===== config.mk =====
export PLATFORM = sky130hd
export DESIGN_NAME = mem_arbiter
export DESIGN_NICKNAME = d
export VERILOG_FILES = /design/src/rtl/mem_arbiter.sv
export SDC_FILE = /design/constraint.sdc
export NUM_CORES = 1
export LEC_CHECK = 0
export BUFFER_PORTS_ARGS = -buffer_cell sky130_fd_sc_hd__buf_2
export CORE_UTILIZATION = 30
export DETAILED_ROUTE_END_ITERATION = 6
export GPL_TIMING_DRIVEN = 0
export SYNTH_ARGS = -nofsm -noshare
export SYNTH_HDL_FRONTEND = slang
export SYNTH_SLANG_ARGS = --single-unit
export TNS_END_PERCENT = 30

===== constraint.sdc =====
create_clock -name clk -period 2.5 [get_ports clk]
set_input_delay 0.25 -clock clk [delete_from_list [all_inputs] [get_ports clk]]
set_output_delay 0.25 -clock clk [all_outputs]
set_load 0.05 [all_outputs]

===== src/rtl/mem_arbiter.sv =====
// Two-port (instruction fetch / data access) arbiter onto a single memory port.
// Data wins contention unless the fetch port has been starved STARVE_LIMIT times.
module mem_arbiter #(
    parameter int ADDR_W       = 32,
    parameter int DATA_W       = 32,
    parameter int STARVE_LIMIT = 4,
    parameter int TIMEOUT      = 16
) (
    input  logic              clk,
    input  logic              rst_n,
    input  logic              i_req,
    input  logic [ADDR_W-1:0] i_addr,
    output logic              i_ack,
    output logic [DATA_W-1:0] i_rdata,
    input  logic              d_req,
    input  logic              d_we,
    input  logic [3:0]        d_be,
    input  logic [ADDR_W-1:0] d_addr,
    input  logic [DATA_W-1:0] d_wdata,
    output logic              d_ack,
    output logic [DATA_W-1:0] d_rdata,
    output logic              m_req,
    output logic              m_we,
    output logic [3:0]        m_be,
    output logic [ADDR_W-1:0] m_addr,
    output logic [DATA_W-1:0] m_wdata,
    input  logic [DATA_W-1:0] m_rdata,
    input  logic              m_ready,
    output logic              err
);

    localparam int SW = $clog2(STARVE_LIMIT + 1);
    localparam int WW = $clog2(TIMEOUT + 1);

    typedef enum logic [1:0] {
        IDLE   = 2'd0,
        BUSY_I = 2'd1,
        BUSY_D = 2'd2,
        ACK    = 2'd3
    } state_t;

    state_t            state_q, state_d;
    logic              m_req_q, m_req_d;
    logic              m_we_q, m_we_d;
    logic [3:0]        m_be_q, m_be_d;
    logic [ADDR_W-1:0] m_addr_q, m_addr_d;
    logic [DATA_W-1:0] m_wdata_q, m_wdata_d;
    logic [DATA_W-1:0] i_rdata_q, i_rdata_d;
    logic [DATA_W-1:0] d_rdata_q, d_rdata_d;
    logic              i_ack_q, i_ack_d;
    logic              d_ack_q, d_ack_d;
    logic              err_q, err_d;
    logic [SW-1:0]     starve_q, starve_d;
    logic [WW-1:0]     wait_q, wait_d;

    logic grant_i, grant_d, timed_out;

    always_comb begin
        state_d   = state_q;
        m_req_d   = m_req_q;
        m_we_d    = m_we_q;
        m_be_d    = m_be_q;
        m_addr_d  = m_addr_q;
        m_wdata_d = m_wdata_q;
        i_rdata_d = i_rdata_q;
        d_rdata_d = d_rdata_q;
        i_ack_d   = 1'b0;
        d_ack_d   = 1'b0;
        err_d     = 1'b0;
        starve_d  = starve_q;
        wait_d    = wait_q;

        // Fetch wins contention only once the starvation counter has saturated.
        grant_i   = i_req && (!d_req || (starve_q == SW'(STARVE_LIMIT)));
        grant_d   = d_req && !grant_i;
        timed_out = (wait_q == WW'(TIMEOUT - 1));

        unique case (state_q)
            IDLE: begin
                if (grant_i) begin
                    state_d   = BUSY_I;
                    m_req_d   = 1'b1;
                    m_we_d    = 1'b0;
                    m_be_d    = 4'hF;
                    m_addr_d  = i_addr;
                    m_wdata_d = '0;
                    starve_d  = '0;
                    wait_d    = '0;
                end else if (grant_d) begin
                    state_d   = BUSY_D;
                    m_req_d   = 1'b1;
                    m_we_d    = d_we;
                    m_be_d    = d_be;
                    m_addr_d  = d_addr;
                    m_wdata_d = d_wdata;
                    wait_d    = '0;
                    if (i_req && (starve_q != SW'(STARVE_LIMIT)))
                        starve_d = starve_q + 1'b1;
                end
            end
            BUSY_I, BUSY_D: begin
                if (m_ready || timed_out) begin
                    state_d = ACK;
                    m_req_d = 1'b0;
                    err_d   = !m_ready;
                    if (state_q == BUSY_I) begin
                        i_ack_d   = 1'b1;
                        i_rdata_d = m_ready ? m_rdata : '0;
                    end else begin
                        d_ack_d   = 1'b1;
                        d_rdata_d = m_ready ? m_rdata : '0;
                    end
                end else begin
                    wait_d = wait_q + 1'b1;
                end
            end
            ACK: state_d = IDLE;
            default: state_d = IDLE;
        endcase
    end

    always_ff @(posedge clk) begin
        if (!rst_n) begin
            state_q   <= IDLE;
            m_req_q   <= 1'b0;
            m_we_q    <= 1'b0;
            m_be_q    <= '0;
            m_addr_q  <= '0;
            m_wdata_q <= '0;
            i_rdata_q <= '0;
            d_rdata_q <= '0;
            i_ack_q   <= 1'b0;
            d_ack_q   <= 1'b0;
            err_q     <= 1'b0;
            starve_q  <= '0;
            wait_q    <= '0;
        end else begin
            state_q   <= state_d;
            m_req_q   <= m_req_d;
            m_we_q    <= m_we_d;
            m_be_q    <= m_be_d;
            m_addr_q  <= m_addr_d;
            m_wdata_q <= m_wdata_d;
            i_rdata_q <= i_rdata_d;
            d_rdata_q <= d_rdata_d;
            i_ack_q   <= i_ack_d;
            d_ack_q   <= d_ack_d;
            err_q     <= err_d;
            starve_q  <= starve_d;
            wait_q    <= wait_d;
        end
    end

    assign m_req   = m_req_q;
    assign m_we    = m_we_q;
    assign m_be    = m_be_q;
    assign m_addr  = m_addr_q;
    assign m_wdata = m_wdata_q;
    assign i_rdata = i_rdata_q;
    assign d_rdata = d_rdata_q;
    assign i_ack   = i_ack_q;
    assign d_ack   = d_ack_q;
    assign err     = err_q;

endmodule


==> flow_metrics.py, run 1 <==
metrics = {
    "final_layout": {
        "design_area_sq_um": 8400,
        "fin_nets": 1171,
        "area_growth_syn_to_layout_pct": 37.7,
        "final_common_cell": "buf_2",
        "final_cell_mix": "buf_2, dfxtp_1, a21oi_1",
        "layout-drive-gt1-share": 0.321,
    },
    "drt": {
        "drt-vias-per-instance": 5.08,
        "ant_nets": 0,
        "wl_per_cell_um": 16.6,
        "drt_iter0_drc": 348,
        "drtPass1Iterations": 5,
        "wirelength_um": 21800,
        "drc": 0,
        "vias": 6642,
    },
    "die": {
        "start_util": 0.309,
        "die-area_sq_um": 20900,
        "core_area_sq_um": 19700,
        "rows": 51,
        "die_w_um": 145,
        "ioPinCount": 275,
        "die_y_um": 145,
    },
    "clock_network": {
        "cts_tree": "done",
        "clk_latency_ns": 0.43,
        "clk_pin_slew_ns": 0.07,
        "numCtsBuffers": 17,
        "clockBufferDepth": 2,
        "cts.repair.resized": 0,
        "ctsHtreeMaxLevel": 4,
        "cts_setup_buffers": 0,
        "cts_root_buf": "clkbuf_16",
        "cts_sinks": 147,
        "hold_buffers": 0,
    },
    "critical_path": {
        "crit_fanout": 10,
        "r2r_cells": 7,
        "r2r_setup_slack_ns": 0.28,
        "crit_path_end_kind": "flop",
        "r2r-start": "wait_q[0]",
        "cp.arrival_ns": 2.57,
        "crit_type": "reg -> reg",
        "worstPathRequired_ns": 2.85,
        "crit_path_start_kind": "flop",
        "reg2reg_to": "d_rdata[21]",
    },
    "power": {
        "p_leak_nw": 3.54,
        "powerDensity_nw_per_um2": 1170,
        "power_w": 0.00986,
        "ir_drop_mv": 0.565,
    },
    "sta": {
        "period_share": 0.887,
        "finalCriticalPeriod_ns": 2.22,
        "setup_violations": 0,
        "worstMarginPinSlew_ns": 0.654,
        "slew_violations": 0,
        "max_freq_ghz": 0.451,
        "max_slew_margin": 0.564,
        "holdWs_ns": 0.0786,
        "fin_skew_ns": 0.0126,
        "rsz0062_at_grt": "false",
        "setup-tns-final_ns": 0,
        "finalHoldViolations": 0,
    },
    "grt": {
        "track_usage": 0.205,
        "overflow": 0,
        "first_global_vias": 6073,
        "grt_pass1_wl_um": 32600,
        "antenna_found_initial": 3,
        "grt_max_degree": 17,
    },
    "synth": {
        "yosys-top-cells-area": "dfxtp_1, a21oi_1, o21ai_0",
        "synth_top_area_share": 0.482,
        "ys_ff_latch": 147,
        "postSynthAreaPerCell_sq_um": 8.29,
        "yosysSeqAreaShare": 0.482,
        "synth.cell_area_sq_um": 6100,
        "yosys.area.top_type": "dfxtp_1",
        "synth-main-ff-cell": "dfxtp_1",
        "async_reset_ff_frac": 0,
        "synthCells": 736,
        "synth-edff-count": 0,
        "syn-num-nets": 881,
        "ys_types": 38,
        "yosysWarnings": 0,
    },
    "min_path": {
        "worst_hold_path_type": "in -> reg",
        "hold_path_depth": 3,
        "min-delay-start": "d_addr[15]",
        "hold_end": "m_addr[15]",
    },
    "placed_design": {
        "dpl_cell_area_sq_um": 7790,
        "gp_congestion": 0.822,
        "io_buffers": 271,
        "dp_hpwl_um": 16300,
    },
    "flow_run": {
        "maxCapViolations": 0,
    },
    "status": {
        "status": "complete, no violations",
    },
}
==> Yosys cell counts (2+ instances only) <==
cell type,number
nand2b_1,3
o211ai_1,36
nand2_1,76
inv_2,2
o21ai_1,5
buf_4,2
nand3_1,35
o21ai_0,97
mux2i_1,2
a21oi_1,141
buf_2,22
a31oi_1,32
or3_1,2
a211o_1,2
o22ai_1,2
ha_1,7
nor2_1,6
a211oi_1,3
a311oi_1,2
inv_1,7
buf_1,6
dfxtp_1,147
nor3b_1,2
nor3_1,2
clkbuf_1,51
nand4b_1,32
==> power by group <==
group          total [W]  switching (W)  leakage (nW)  internal, W
Clock            0.00262        0.00108         0.284      0.00154
Combinational    0.00422        0.00314          2.05      0.00108
Sequential       0.00302       0.000223          1.20      0.00280
==> worst max-delay path by stage <==
| stage | startpoint | endpoint | cells past startpoint |
|---|---|---|---|
| after global routing | wait_q[0] | d_rdata[11] | 7 |
| after detailed placement | wait_q[0] | d_rdata[17] | 7 |
| after global placement | wait_q[0] | d_rdata[17] | 7 |
| final | wait_q[0] | d_rdata[21] | 7 |
| after floorplan | wait_q[0] | wait_q[2] | 6 |
| after CTS | wait_q[0] | d_rdata[21] | 7 |
==> metal layers <==
metal,vias up,wire length (um),GRT usage
met5,-,0,0
met1,3071,9340,0.246
li1,3273,-,-
met4,0,340,0.0765
met3,24,1800,0.0609
met2,274,10300,0.344
==> cell type report <==
cell class | count | area, sq um
clock buffers | 19 | 453
fillers | 2070 | 11300
multi-input cells | 498 | 2780
clock inverters | 13 | 150
diodes | 3 | 7.51
repair buffers | 271 | 1360
plain buffers | 82 | 344
well taps | 265 | 332
flip-flops and latches | 147 | 2940
inverters | 9 | 33.8
==> registers in the layout, summed over array words and instances (netlist names) <==
name	flops
m_wdata	32
starve_q	3
err	1
i_rdata	32
m_be	4
wait_q	5
i_ack	1
d_rdata	32
m_we	1
m_addr	32
m_req	1
d_ack	1
state_q	2
==> worst max-delay path, stage by stage, from the launching register on <==
cell,delay (ns)
dfxtp_1,0.34
ha_1,0.21
and3_1,0.18
ha_1,0.27
o21ai_1,0.41
clkbuf_1,0.37
o21ai_0,0.17
a21oi_1,0.19
==> cell families after synthesis <==
group | after synthesis | share of synthesized area
buffers and inverters | 91 | 0.0619
muxes | 2 | 0.00328
and+or+nand+nor | 162 | 0.140
AOI/OAI and AO/OA | 327 | 0.298
DFF | 147 | 0.482
adders and majority gates | 7 | 0.0144
==> through the flow <==
step | setup WS [ns] | instances | utilization
6_report | 0.282 | 1307 | 0.426
5_1_grt | 0.175 | 1306 | 0.426
4_1_cts | 0.292 | 1304 | 0.426
3_5_place_dp | 0.352 | 1272 | 0.395
3_3_place_gp | 0.405 | 1272 | 0.395
2_1_floorplan | 0.688 | 736 | -
Note: power is estimated with default switching activity, not from simulation.
==> run 2: changes to the inputs <==
- RECOVER_POWER: not set -> 50
- SETUP_SLACK_MARGIN: not set -> 0.1
==> flow_metrics.py, run 2 (same netlist as run 1, synthesis figures left out) <==
metrics = {
    "drt": {
        "drt-vias-per-instance": 5.11,
        "drtPass1Iterations": 5,
        "wl_per_cell_um": 16.6,
        "wirelength_um": 21700,
        "vias": 6682,
        "ant_nets": 0,
        "drc": 0,
        "drt_iter0_drc": 308,
    },
    "sta": {
        "fin_skew_ns": 0.0139,
        "period_share": 0.884,
        "rsz0062_at_grt": "false",
        "setup_violations": 0,
        "slew_violations": 0,
        "worstMarginPinSlew_ns": 0.680,
        "finalCriticalPeriod_ns": 2.21,
        "max_slew_margin": 0.549,
        "finalHoldViolations": 0,
        "setup-tns-final_ns": 0,
        "max_freq_ghz": 0.452,
    },
    "power": {
        "ir_drop_mv": 0.553,
        "powerDensity_nw_per_um2": 1180,
        "p_leak_nw": 2.97,
    },
    "clock_network": {
        "clockBufferDepth": 2,
        "clk_pin_slew_ns": 0.07,
        "hold_buffers": 0,
        "cts.repair.resized": 0,
        "cts_root_buf": "clkbuf_16",
        "ctsHtreeMaxLevel": 4,
        "cts_sinks": 147,
        "numCtsBuffers": 17,
        "cts_tree": "done",
        "clk_latency_ns": 0.43,
        "cts_setup_buffers": 0,
    },
    "placed_design": {
        "io_buffers": 271,
        "dp_cells": 1272,
        "dp_hpwl_um": 16300,
        "gp_congestion": 0.822,
    },
    "critical_path": {
        "crit_type": "reg -> reg",
        "r2r_setup_slack_ns": 0.29,
        "r2r-start": "wait_q[0]",
        "worstPathRequired_ns": 2.86,
        "crit_path_start_kind": "flop",
        "r2r_cells": 7,
        "crit_fanout": 10,
        "crit_path_end_kind": "flop",
        "cp.arrival_ns": 2.57,
        "reg2reg_to": "d_rdata[21]",
    },
    "die": {
        "core_area_sq_um": 19700,
        "rows": 51,
        "die_y_um": 145,
        "ioPinCount": 275,
        "die-area_sq_um": 20900,
        "die_w_um": 145,
        "start_util": 0.309,
    },
    "grt": {
        "overflow": 0,
        "antenna_found_initial": 3,
        "first_global_vias": 6073,
        "grt_pass1_wl_um": 32600,
        "grt_max_degree": 17,
        "track_usage": 0.205,
    },
    "min_path": {
        "worst_hold_path_type": "in -> reg",
        "hold_end": "m_addr[15]",
        "hold_path_depth": 3,
        "min-delay-start": "d_addr[15]",
    },
    "flow_run": {
        "maxCapViolations": 0,
    },
    "final_layout": {
        "stdcell_count": 1307,
        "area_growth_syn_to_layout_pct": 34.8,
        "final_cell_mix": "clkbuf_1, buf_2, dfxtp_1",
        "layout-drive-gt1-share": 0.187,
        "final_common_cell": "clkbuf_1",
        "fin_nets": 1171,
    },
    "status": {
        "status": "complete, no violations",
    },
}
## run 2: cell types whose count changed in the layout (fill, tap and decap cells not counted), sizes merged
cell / previous run / this run
clkbuf: 71 / 211
buf: 301 / 161
## run 2: routing by layer
layer	routed length [um]	vias to the layer above	share of wire	track usage
li1	-	3276	-	-
met1	9220	3076	0.42	0.246
met2	10200	302	0.47	0.344
met3	1910	28	0.088	0.0609
met4	384	0	0.018	0.0765
met5	0	-	0	0
## run 2: layout make-up
cell class / instances / area, sq um
fill: 2133 / 11500
sequential: 147 / 2940
antenna: 3 / 7.51
buffer: 82 / 338
clock buffer: 19 / 453
multi-input combinational: 498 / 2780
tap: 265 / 332
clock inverter: 13 / 150
inverter: 9 / 33.8
timing repair buffer: 271 / 1180
## run 2: metrics by stage
stage	total power [W]	setup WS, ns	instance area (sq um)	util	hold slack, ns
floorplan	0.00612	0.688	6100	-	0.405
global placement	0.00726	0.405	7790	0.395	0.438
detailed placement	0.00727	0.352	7790	0.395	0.444
CTS	0.00991	0.292	8390	0.426	0.0649
global route	0.0103	0.122	8220	0.417	0.0745
finish	0.00974	0.290	8220	0.417	0.0793
## run 2: worst max path at each step
stage          startpoint           to  slack, ns  cells past startpoint
3_5_place_dp    wait_q[0]  d_rdata[17]       0.35                      7
3_3_place_gp    wait_q[0]  d_rdata[17]       0.41                      7
6_report        wait_q[0]  d_rdata[21]       0.29                      7
5_1_grt        state_q[1]        m_req       0.12                      7
2_1_floorplan   wait_q[0]    wait_q[2]       0.69                      6
4_1_cts         wait_q[0]  d_rdata[21]       0.29                      7
## run 2: worst max-delay path, cell delays in order, from the launching register on
cell and delay [ns]:
dfxtp_1 0.34, ha_1 0.22, and3_1 0.18, ha_1 0.28, o21ai_1 0.40, clkbuf_1 0.36
o21ai_0 0.17, a21oi_1 0.19
## run 2: power breakdown
group / internal [W] / total (W) / switching, W
clock: 0.00154 / 0.00263 / 0.00109
sequential: 0.00280 / 0.00303 / 0.000233
combinational: 0.000951 / 0.00408 / 0.00313
==> run 3: changes to the inputs <==
- PLACE_DENSITY_LB_ADDON: not set -> 0.12
==> flow_metrics.py, run 3 (same netlist as run 1, synthesis figures left out) <==
metrics = {
    "status": {
        "status": "complete, no violations",
    },
    "final_layout": {
        "final-seq-area_sq_um": 2940,
        "final_common_cell": "clkbuf_1",
        "layout-drive-gt1-share": 0.185,
        "fin_nets": 1171,
        "multi_input_area_sq_um": 2780,
        "final_cell_mix": "clkbuf_1, buf_2, dfxtp_1",
        "fin_util": 0.420,
        "design_area_sq_um": 8280,
        "area_growth_syn_to_layout_pct": 35.6,
        "fillers": 2181,
    },
    "drt": {
        "wl_met3_um": 1470,
        "drtPass1Iterations": 4,
        "drc": 0,
        "wl_per_cell_um": 16.6,
        "ant_nets": 0,
        "met1_length_um": 9790,
        "routed-wl-met2_um": 10300,
        "vias": 6538,
        "wirelength_um": 21700,
        "drt_iter0_drc": 313,
        "dr.max_layer_used": "met4",
        "drt-vias-per-instance": 5.01,
    },
    "clock_network": {
        "numCtsBuffers": 17,
        "clockBufferDepth": 2,
        "ctsHtreeMaxLevel": 4,
        "cts.repair.resized": 0,
        "cts_setup_buffers": 0,
        "clk_pin_slew_ns": 0.07,
        "cts_sinks": 147,
        "clk_latency_ns": 0.42,
        "cts_tree": "done",
        "hold_buffers": 0,
        "cts_root_buf": "clkbuf_16",
    },
    "placed_design": {
        "io_buffers": 271,
        "dp_hpwl_um": 15900,
        "dpl_cell_area_sq_um": 7790,
        "gp_congestion": 0.770,
    },
    "critical_path": {
        "crit_end": "d_rdata[2]",
        "cp.arrival_ns": 2.52,
        "crit_type": "reg -> reg",
        "crit_path_end_kind": "flop",
        "r2r-start": "wait_q[0]",
        "reg2reg_to": "d_rdata[2]",
        "crit_start": "wait_q[0]",
        "worstPathRequired_ns": 2.84,
        "r2r_cells": 7,
        "r2r_setup_slack_ns": 0.32,
        "crit_path_start_kind": "flop",
        "crit_fanout": 10,
    },
    "power": {
        "power.share.clock": 0.289,
        "seq_power_share": 0.302,
        "switching_share": 0.442,
        "p_leak_nw": 2.99,
        "power_w": 0.0100,
        "powerDensity_nw_per_um2": 1210,
        "ir_drop_mv": 0.578,
        "switchingPower_w": 0.00441,
        "combPwrFrac": 0.410,
        "p_int_w": 0.00558,
    },
    "min_path": {
        "worst_hold_path_type": "in -> reg",
        "hold_path_depth": 3,
    },
    "sta": {
        "setup-tns-final_ns": 0,
        "worstMarginPinSlew_ns": 0.688,
        "period_share": 0.872,
        "fin_skew_ns": 0.0123,
        "rsz0062_at_grt": "false",
        "slew_violations": 0,
        "setup_violations": 0,
        "max_freq_ghz": 0.459,
        "finalHoldViolations": 0,
        "max_slew_margin": 0.543,
        "finalCriticalPeriod_ns": 2.18,
    },
    "die": {
        "die_y_um": 145,
        "die-area_sq_um": 20900,
        "core_area_sq_um": 19700,
        "rows": 51,
        "ioPinCount": 275,
        "start_util": 0.309,
        "die_w_um": 145,
    },
    "grt": {
        "antenna_found_initial": 2,
        "overflow": 0,
        "first_global_vias": 6124,
        "grt_max_degree": 17,
        "track_usage": 0.206,
        "grt_pass1_wl_um": 32900,
    },
    "flow_run": {
        "maxCapViolations": 0,
    },
}
run 3: changes by cell type in the layout (fill, tap and decap cells not counted), sizes merged:
cell | before | now
bufinv | 2 | 5
clkinv | 4 | 1
clkbuf | 211 | 213
clkinvlp | 4 | 3
diode | 3 | 2
inv | 12 | 11
run 3: power by group through the flow:
stage / sequential (W) / combinational [W] / clock [W]
detailed placement: 0.00305 / 0.00424 / 0
global placement: 0.00305 / 0.00424 / 0
floorplan: 0.00450 / 0.00162 / 0
global route: 0.00307 / 0.00444 / 0.00306
finish: 0.00302 / 0.00410 / 0.00288
CTS: 0.00300 / 0.00425 / 0.00295
run 3: metal layers:
layer | GRT usage | up-vias
met4 | 0.0565 | 0
met5 | 0 | -
met2 | 0.338 | 214
met1 | 0.257 | 3048
met3 | 0.0639 | 13
li1 | - | 3263
run 3: how the worst min path moves through the flow:
stage,slack [ns],to,startpoint
4_1_cts,0.07,m_addr[15],d_addr[15]
3_3_place_gp,0.44,m_wdata[3],m_wdata[3]
6_report,0.08,m_addr[8],d_addr[8]
2_1_floorplan,0.41,m_addr[10],d_addr[10]
3_5_place_dp,0.44,m_wdata[5],m_wdata[5]
5_1_grt,0.08,m_addr[5],d_addr[5]
run 3: critical path, stage by stage (launching register included):
cell	delay, ns
dfxtp_1	0.33
ha_1	0.21
and3_1	0.18
ha_1	0.25
o21ai_1	0.41
clkbuf_1	0.41
o21ai_0	0.14
a21oi_1	0.16
run 3: cell type report:
cell class                 count  area share
inverter                       9     0.00408
sequential                   147       0.356
clock inverter                11      0.0240
antenna                        2    0.000605
tap                          265      0.0401
multi-input combinational    498       0.336
buffer                        82      0.0408
timing repair buffer         271       0.143
clock buffer                  21      0.0556
run 3: through the flow:
stage / cells / setup WS (ns) / hold WS, ns
floorplan: 736 / 0.688 / 0.405
global placement: 1272 / 0.346 / 0.440
detailed placement: 1272 / 0.307 / 0.443
CTS: 1304 / 0.298 / 0.0651
global route: 1306 / 0.128 / 0.0772
finish: 1306 / 0.320 / 0.0800
